**src/rtl/elevator_pkg.sv**
```systemverilog
`default_nettype none
// ============================================================================
// Module   : elevator_pkg
// Purpose  : Shared types, constants and call-index helpers for the
//            6-floor two-car hall call dispatcher.
// Revision : 1.0 - initial release
// ============================================================================
package elevator_pkg;

  localparam int NFLOORS = 6;
  // Flattened call index: bits 0..4 are up calls at floors 1..5,
  // bits 5..9 are down calls at floors 2..6 (ascending = dispatch priority).
  localparam int NCALLS = 2 * (NFLOORS - 1);

  typedef logic [2:0] floor_t;
  typedef logic [3:0] cost_t;
  typedef logic [3:0] call_idx_t;

  typedef enum logic [1:0] {
    IDLE   = 2'd0,
    COST   = 2'd1,
    ASSIGN = 2'd2
  } disp_state_t;

  localparam logic DIR_UP = 1'b1;
  localparam logic DIR_DN = 1'b0;

  function automatic call_idx_t first_call(input logic [NCALLS-1:0] v);
    first_call = '0;
    for (int i = NCALLS - 1; i >= 0; i--) begin
      if (v[i]) first_call = call_idx_t'(i);
    end
  endfunction

  function automatic floor_t idx_floor(input call_idx_t idx);
    if (idx < call_idx_t'(NFLOORS - 1)) idx_floor = floor_t'(idx + 4'd1);
    else                                idx_floor = floor_t'(idx - 4'd3);
  endfunction

  function automatic logic idx_dir(input call_idx_t idx);
    idx_dir = (idx < call_idx_t'(NFLOORS - 1)) ? DIR_UP : DIR_DN;
  endfunction

endpackage
`default_nettype wire

```
**src/rtl/hall_cost.sv**
```systemverilog
`default_nettype none
// ============================================================================
// Module   : hall_cost
// Purpose  : Combinational cost of serving one hall call with one car.
// Revision : 1.0 - initial release
// ============================================================================
module hall_cost
  import elevator_pkg::*;
(
  input  floor_t car_floor,
  input  logic   car_dir,
  input  logic   car_busy,
  input  floor_t call_floor,
  input  logic   call_dir,
  output cost_t  cost
);

  cost_t f;
  cost_t t;
  cost_t top;

  always_comb begin
    f   = cost_t'(car_floor);
    t   = cost_t'(call_floor);
    top = cost_t'(NFLOORS);
    if (!car_busy) begin
      cost = (f >= t) ? (f - t) : (t - f);
    end else if (car_dir == DIR_UP && call_dir == DIR_UP && t >= f) begin
      cost = t - f;
    end else if (car_dir == DIR_DN && call_dir == DIR_DN && t <= f) begin
      cost = f - t;
    end else if (car_dir == DIR_UP) begin
      // must run to the top and come back down to the call
      cost = (top - f) + (top - t);
    end else begin
      cost = (f - 4'd1) + (t - 4'd1);
    end
  end

endmodule
`default_nettype wire

```
**src/rtl/hall_call_dispatcher.sv**
```systemverilog
`default_nettype none
// ============================================================================
// Module   : hall_call_dispatcher
// Purpose  : Queues active-low hall button presses and assigns each call to
//            the cheaper of two cars; optional debounce via HALL_DEBOUNCE_EN.
// Revision : 1.0 - initial release
// ============================================================================
module hall_call_dispatcher #(
  parameter int NFLOORS    = 6,
  parameter bit TIE_CAR    = 1'b0,
  parameter int DEB_CYCLES = 16
) (
  input  logic       clk,
  input  logic       rst,
  input  logic [5:1] outsideinup,
  input  logic [6:2] outsideindown,
  input  logic [2:0] a_floor,
  input  logic [2:0] b_floor,
  input  logic       a_dir,
  input  logic       b_dir,
  input  logic       a_busy,
  input  logic       b_busy,
  input  logic       a_served_valid,
  input  logic       b_served_valid,
  input  logic [2:0] a_served_floor,
  input  logic [2:0] b_served_floor,
  input  logic       a_served_dir,
  input  logic       b_served_dir,
  output logic [5:1] a_up_req,
  output logic [5:1] b_up_req,
  output logic [6:2] a_down_req,
  output logic [6:2] b_down_req,
  output logic [5:1] outsideoutup,
  output logic [6:2] outsideoutdown,
  output logic       assign_valid,
  output logic       assign_car,
  output logic [2:0] assign_floor,
  output logic       assign_dir
);

  import elevator_pkg::*;

  logic [NCALLS-1:0] s1_q, s1_d, s2_q, s2_d, prev_q, prev_d;
  logic [NCALLS-1:0] btn_lvl, press, new_call;
  logic [NCALLS-1:0] pend_q, pend_d, a_req_q, a_req_d, b_req_q, b_req_d;
  logic [NCALLS-1:0] lamp_q, lamp_d, a_srv, b_srv;

  disp_state_t state_q, state_d;
  call_idx_t   sel_q, sel_d;
  cost_t       cost_a_q, cost_a_d, cost_b_q, cost_b_d, cost_a_w, cost_b_w;
  floor_t      sel_floor;
  logic        sel_dir;
  logic        win_b;

  logic        asg_valid_q, asg_valid_d;
  logic        asg_car_q, asg_car_d;
  floor_t      asg_floor_q, asg_floor_d;
  logic        asg_dir_q, asg_dir_d;

  function automatic logic [NCALLS-1:0] srv_mask(input logic v, input logic [2:0] fl,
                                                 input logic dir);
    srv_mask = '0;
    if (v) begin
      if (dir == DIR_UP && fl >= 3'd1 && int'(fl) <= NFLOORS - 1)
        srv_mask[int'(fl) - 1] = 1'b1;
      else if (dir == DIR_DN && fl >= 3'd2 && int'(fl) <= NFLOORS)
        srv_mask[int'(fl) + NFLOORS - 3] = 1'b1;
    end
  endfunction

`ifdef HALL_DEBOUNCE_EN
  localparam int DEB_W = $clog2(DEB_CYCLES + 1);

  for (genvar gi = 0; gi < NCALLS; gi++) begin : g_deb
    logic [DEB_W-1:0] cnt_q, cnt_d;
    logic             lvl_q, lvl_d;

    // A new level is accepted only after it has persisted DEB_CYCLES cycles.
    always_comb begin
      cnt_d = '0;
      lvl_d = lvl_q;
      if (s2_q[gi] != lvl_q) begin
        if (cnt_q == DEB_W'(DEB_CYCLES - 1)) lvl_d = s2_q[gi];
        else                                 cnt_d = cnt_q + 1'b1;
      end
    end

    always_ff @(posedge clk) begin
      if (rst) begin
        cnt_q <= '0;
        lvl_q <= 1'b1;
      end else begin
        cnt_q <= cnt_d;
        lvl_q <= lvl_d;
      end
    end

    assign btn_lvl[gi] = lvl_q;
  end : g_deb
`else
  assign btn_lvl = s2_q;
`endif

  assign sel_floor = idx_floor(sel_q);
  assign sel_dir   = idx_dir(sel_q);

  hall_cost u_cost_a (
    .car_floor (a_floor),
    .car_dir   (a_dir),
    .car_busy  (a_busy),
    .call_floor(sel_floor),
    .call_dir  (sel_dir),
    .cost      (cost_a_w)
  );

  hall_cost u_cost_b (
    .car_floor (b_floor),
    .car_dir   (b_dir),
    .car_busy  (b_busy),
    .call_floor(sel_floor),
    .call_dir  (sel_dir),
    .cost      (cost_b_w)
  );

  always_comb begin
    s1_d     = {outsideindown, outsideinup};
    s2_d     = s1_q;
    prev_d   = btn_lvl;
    press    = prev_q & ~btn_lvl;
    // Duplicate check sees registered state, so a press racing service is dropped.
    new_call = press & ~(pend_q | a_req_q | b_req_q);
    a_srv    = srv_mask(a_served_valid, a_served_floor, a_served_dir);
    b_srv    = srv_mask(b_served_valid, b_served_floor, b_served_dir);

    pend_d      = pend_q | new_call;
    a_req_d     = a_req_q & ~a_srv;
    b_req_d     = b_req_q & ~b_srv;
    state_d     = state_q;
    sel_d       = sel_q;
    cost_a_d    = cost_a_q;
    cost_b_d    = cost_b_q;
    asg_valid_d = 1'b0;
    asg_car_d   = asg_car_q;
    asg_floor_d = asg_floor_q;
    asg_dir_d   = asg_dir_q;
    win_b       = (cost_b_q < cost_a_q) || ((cost_b_q == cost_a_q) && (TIE_CAR == 1'b1));

    case (state_q)
      IDLE: begin
        if (|pend_q) begin
          sel_d   = first_call(pend_q);
          state_d = COST;
        end
      end
      COST: begin
        cost_a_d = cost_a_w;
        cost_b_d = cost_b_w;
        state_d  = ASSIGN;
      end
      ASSIGN: begin
        pend_d[sel_q] = 1'b0;
        if (win_b) b_req_d[sel_q] = 1'b1;
        else       a_req_d[sel_q] = 1'b1;
        asg_valid_d = 1'b1;
        asg_car_d   = win_b;
        asg_floor_d = sel_floor;
        asg_dir_d   = sel_dir;
        state_d     = IDLE;
      end
      default: state_d = IDLE;
    endcase

    lamp_d = pend_d | a_req_d | b_req_d;
  end

  always_ff @(posedge clk) begin
    if (rst) begin
      // Button path idles high so released buttons never look like presses.
      s1_q        <= '1;
      s2_q        <= '1;
      prev_q      <= '1;
      pend_q      <= '0;
      a_req_q     <= '0;
      b_req_q     <= '0;
      lamp_q      <= '0;
      state_q     <= IDLE;
      sel_q       <= '0;
      cost_a_q    <= '0;
      cost_b_q    <= '0;
      asg_valid_q <= 1'b0;
      asg_car_q   <= 1'b0;
      asg_floor_q <= '0;
      asg_dir_q   <= 1'b0;
    end else begin
      s1_q        <= s1_d;
      s2_q        <= s2_d;
      prev_q      <= prev_d;
      pend_q      <= pend_d;
      a_req_q     <= a_req_d;
      b_req_q     <= b_req_d;
      lamp_q      <= lamp_d;
      state_q     <= state_d;
      sel_q       <= sel_d;
      cost_a_q    <= cost_a_d;
      cost_b_q    <= cost_b_d;
      asg_valid_q <= asg_valid_d;
      asg_car_q   <= asg_car_d;
      asg_floor_q <= asg_floor_d;
      asg_dir_q   <= asg_dir_d;
    end
  end

  assign a_up_req       = a_req_q[4:0];
  assign a_down_req     = a_req_q[9:5];
  assign b_up_req       = b_req_q[4:0];
  assign b_down_req     = b_req_q[9:5];
  assign outsideoutup   = lamp_q[4:0];
  assign outsideoutdown = lamp_q[9:5];
  assign assign_valid   = asg_valid_q;
  assign assign_car     = asg_car_q;
  assign assign_floor   = asg_floor_q;
  assign assign_dir     = asg_dir_q;

endmodule
`default_nettype wire

```
**config.mk**
```make
export PLATFORM = sky130hd
export DESIGN_NAME = hall_call_dispatcher
export DESIGN_NICKNAME = d
export VERILOG_FILES = /design/src/rtl/elevator_pkg.sv /design/src/rtl/hall_cost.sv /design/src/rtl/hall_call_dispatcher.sv
export SDC_FILE = /design/constraint.sdc
export NUM_CORES = 1
export LEC_CHECK = 0
export CAP_MARGIN = 20
export CORE_UTILIZATION = 45
export CTS_BUF_LIST = sky130_fd_sc_hd__clkbuf_8
export DETAILED_ROUTE_END_ITERATION = 16
export GPL_ROUTABILITY_DRIVEN = 0
export PLACE_DENSITY = 0.71
export SYNTH_ARGS = -nofsm -noshare
export SYNTH_HDL_FRONTEND = slang
export SYNTH_SLANG_ARGS = --single-unit
export TNS_END_PERCENT = 30
```
**constraint.sdc**
```tcl
create_clock -name clk -period 3.6 [get_ports clk]
set_clock_uncertainty 0.05 [all_clocks]
set_input_delay 0.72 -clock clk [delete_from_list [all_inputs] [get_ports clk]]
set_output_delay 0.72 -clock clk [all_outputs]
set_load 0.05 [all_outputs]
```
* Word level (Yosys, flattened, before mapping)
Cells that the tools add are included. Widths: inputs -> output; s select.
Word-level totals: register bits 90, bits of input ports 32, word-level logic and storage cells 158
Operators by class: $add $sub $neg 22, $lt $le $gt $ge 26, equal/unequal tests 3, multiplexer cells 46, bitwise logic cells 22, reduce and logical (&&, ||, !) cells 24
Operators with widths (number):
- $mux 10 | 11
- $mux 4 | 20
- $or 10x10->10 | 7
- $and 10x10->10 | 5
- $not 10->10 | 5
- $logic_and 1x1->1 | 21
- $demux 1 s4 | 5
- $sub 3x1->4 const B | 5
- $add 4x4->4 | 4
- $sub 3x3->4 | 4
- $ge 3x3->1 | 4
- $ge 4x1->1 const B | 3
- $le 3x3->1 const B | 4
- $lt 4x6->1 const B | 2
- $lt 5x6->1 const B | 2
- $sub 3x3->4 const A | 3
- $ge 5x1->1 const B | 2
- $reduce_or 10->1 | 1
- $sub 4x2->5 const B | 2
- $add 3x3->4 const B | 2
- $mux 1 | 7
- $ge 3x1->1 const B | 2
- $ge 3x2->1 const B | 2
- $le 3x3->1 | 2
- 14 further kinds | 18

* Logic depth before layout (Yosys ltp)
depth in word-level cells 16, depth in mapped cells 14, gate-level depth less buffers 13

* Cells and area by module
A second synthesis with hierarchy kept.
Unflattened totals: cells, all modules 533, area total of the unflattened synthesis 4867.2 um^2
By module, submodules not included:
- hall_call_dispatcher | times used 1, cells an instance 401, area each 3658.5 um^2, seq. area each 1801.7 um^2
- hall_cost | times used 2, cells an instance 66, area each 604.3 um^2, seq. area each 0.0 um^2

* Least setup slack after synthesis
Ideal clock, no wire load.
kind flip-flop to flip-flop, start point register sel_q[0], end point register cost_a_q[3], library setup time 0.088 ns, arrival 3.396 ns, data required time 3.462 ns, path slack 0.066 ns, stages on the path, launching flop included 15, path buffers 1, path through dfxtp_1 > inv_1 > ha_1 > buf_4 > and3b_2 > nor3_1 > nor2_1 > xor2_1 > ha_1 > inv_1 > fa_1 > xnor2_1 > xnor2_1 > or3b_2 > a311oi_2
Between the ends: cells in the longest elaborated chain, start to end 8, elaborated cells on any way between the ends 24
Ends and longest elaborated chain:
- start: declaration | line hall_call_dispatcher.sv:49 | call_idx_t sel_q, sel_d;
- start signal: assignment | line hall_call_dispatcher.sv:203 | sel_q <= sel_d;
- $lt 4x3->1, or another cell as far along | line elevator_pkg.sv:36 | if (idx < call_idx_t'(NFLOORS - 1)) idx_floor = floor_t'(idx + 4'd1);
- $mux 3 * | line elevator_pkg.sv:36
- net sel_floor[0] | line hall_call_dispatcher.sv:51 | floor_t sel_floor;
- $sub 3x1->4 or $sub 3x3->4 (tied branches) | line hall_cost.sv:36, hall_cost.sv:34
- $add 4x4->4, on equally long branches | line hall_cost.sv:36, hall_cost.sv:34
- $mux 4 | line hall_cost.sv:32 | end else if (car_dir == DIR_UP) begin
- $mux 4 | line hall_cost.sv:30 | end else if (car_dir == DIR_DN && call_dir == DIR_DN && t <= f) begin
- $mux 4 | line hall_cost.sv:28 | end else if (car_dir == DIR_UP && call_dir == DIR_UP && t >= f) begin
- $mux 4 * | line hall_cost.sv:26 | if (!car_busy) begin
- end signal: assignment | line hall_call_dispatcher.sv:204 | cost_a_q <= cost_a_d;
- end: declaration | line hall_call_dispatcher.sv:50 | cost_t cost_a_q, cost_a_d, cost_b_q, cost_b_d, cost_a_w, cost_b_w;
Mark *: on every way through the listed nets, which the timed path passes. The rest lies on a longest branch. A chain may end at the register's enable or synchronous reset.

* Worst setup path in the final report
Same ends and word-level chain as after synthesis.

==> results.toml <==
[status]
status = "complete, no violations"

[synth]
ys_async_sr_fraction_pct = 0
syn_nets = 583
ys_seq_elements = 90
syn_avg_cell_area_um2 = 9.04
synthFlopType = "dfxtp_1"
synth_cell_type_count = 54
synth_area_leaders = "dfxtp_1, ha_1, fa_1"
synth_edf_count = 0
yosysTopAreaCell = "dfxtp_1"
syn_area_um2 = 4590
syn_inst = 508
ys_seq_area_share_pct = 39.2
synth_top_cell_area_share_pct = 39.2
synth_warnings = 0

[route]
routed_wl_um = 11400
avgRoutedWirePerCell_um = 15.9
dr.first_iter.drc_count = 290
post_drt_via_cell_ratio = 5.55
met2WireLength_um = 5370
met3WireLength_um = 809
top_layer = "met4"
num_vias = 3980
m1WireLength_um = 5060
drt-pass1-iter-count = 5
drc = 0
final_antenna_net_count = 0

[clock_network]
cts.clk_slew.worst_paths_ns = 0.09
cts_resized = 0
post-cts-setup-buffers = 0
clk_latency_ns = 0.37
clock_path_buffers = 2
cts_tree = "done"
cts-buffers-inserted = 9
htreeDepth = 3
cts_root_buf = "clkbuf_8"
cts_hold_buf = 0
clock_sinks = 90

[global_routing]
grt_pass1_vias = 3778
grt-ovfl-total = 0
grt_max_degree = 49
antenna_found_initial = 0
grt_pass1_wl_um = 18300
grt_use_total_pct = 22.8

[setup_path]
worst_setup_path_end_kind = "flip-flop"
crit_type = "reg2reg"
startpoint_type = "flip-flop"
cp.arrival_ns = 3.57
cp.required_ns = 3.83
cp_max_fo = 5

[timing]
slew_violations = 0
hold_violations = 0
slew-limit-headroom_pct = 60.4
max_slew.worst_pin.slew_ns = 0.589
fin_crit_sh_pct = 92.6
setup_tns_ns = 0
layout_min_cycle_time_ns = 3.33
rsz0062_at_grt = "false"
setup_violations = 0
fmax_mhz = 300

[finish]
syn_to_final_growth_pct = 22.1
diodes = 0
fin_nets = 654
utilization_pct = 57.1
drive_gt1_share_pct = 13.0
final_area_um2 = 5610
mostFrequentLayoutCell = "dfxtp_1"
mostFrequentLayoutCells = "dfxtp_1, clkdlybuf4s50_1, nand2_1, inv_1"

[pwr]
p_leak_nw = 2.13
power_density_nw_per_um2 = 504
totalPowerFinal_mw = 2.82
peakVddDrop_v = 0.000342

[floorplan]
die_h_um = 103
die_w_um = 103
core_um2 = 9820
initial_core_util_pct = 46.8
rows = 36
fp.dieArea_um2 = 10600
ios = 68

[placed_design]
place_area_um2 = 5430
port_buffers = 67
post-dp-hpwl_um = 8820

[min_path]
holdCritPathClass = "reg2reg"

[job]
cap_violations = 0
-- synthesized netlist by cell type (all sizes together), types with 2 or more instances --
master	instances
a211oi	7
a21o	5
a21oi	34
a221oi	2
a31oi	7
a32oi	2
a41oi	8
and2	5
and2b	2
and3	4
buf	3
clkbuf	16
dfxtp	90
fa	10
ha	33
inv	34
mux2	5
mux2i	9
nand2	44
nand2b	8
nand3	14
nand3b	6
nor2	33
nor2b	5
nor3	17
nor4	2
nor4b	10
o2111ai	4
o21ai	24
o22ai	2
o311ai	4
o31ai	6
or2	30
or3b	2
or4	2
xnor2	8
-- cell type report --
cell class	count	area, um^2
inverter	34	128
sequential	90	1800
clock inverter	7	56.3
fill	937	4210
timing repair buffer	79	756
multi-input combinational	365	2570
tap	133	166
clock buffer	9	124
-- power breakdown --
| part | internal [mW] | switching [mW] |
|---|---|---|
| Sequential | 1.06 | 0.0410 |
| Combinational | 0.452 | 0.628 |
| Clock | 0.263 | 0.382 |
-- routing by layer --
layer	global-route usage (%)	up-vias
met3	4.88	16
li1	-	1929
met5	0	-
met4	6.39	0
met1	30.0	1883
met2	37.8	152
-- cell families (layout without fill, tap and decap cells) --
logic type	Yosys count	count (layout)	share of synthesized area (%)
compound gates	112	112	16.1
flops	90	90	39.2
simple gates	187	187	21.7
xor+xnor	9	9	1.72
fa+ha+maj	43	43	13.4
buf+inv	53	129	4.66
mux	14	14	3.19
-- critical path, cell delays in order, from the launching register on --
cell and delay (ns):
dfxtp_1 0.41, inv_1 0.09, ha_1 0.21, and3b_2 0.23, nor3_1 0.20, nor2_1 0.10
xor2_1 0.17, ha_1 0.28, inv_1 0.05, fa_1 0.42, xnor2_1 0.20, xnor2_1 0.09
or3b_2 0.48, a311oi_2 0.26
-- state kept, by name, indices dropped and copies added, names as in the netlist --
register and flops:
assign_car 1, assign_valid 1, cost_a_q 4, a_req_q 10, btn_lvl 10, b_req_q 10
sel_q 4, pend_q 10, cost_b_q 4, s1_q 10, state_q 2, lamp_q 10
assign_floor 3, assign_dir 1, prev_q 10
-- final timing paths --
kind / startpoint / to / slack, ns / cells after the start
worst max-delay path: sel_q[0] / cost_a_q[3] / 0.27 / 13
worst min-delay path: s1_q[8] / btn_lvl[8] / 0.36 / 1
worst min register to register: s1_q[8] / btn_lvl[8] / 0.36 / 1
worst max register to register: sel_q[0] / cost_a_q[3] / 0.27 / 13
-- per-stage QoR --
step | hold slack (ns) | setup slack, ns | std cells
3_5_place_dp | 0.345 | 0.0744 | 701
2_1_floorplan | 0.339 | 0.0659 | 508
6_report | 0.359 | 0.266 | 717
3_3_place_gp | 0.342 | 0.115 | 701
5_1_grt | 0.379 | 0.0343 | 717
4_1_cts | 0.360 | 0.264 | 717
Note: power is estimated with default switching activity, not from simulation.
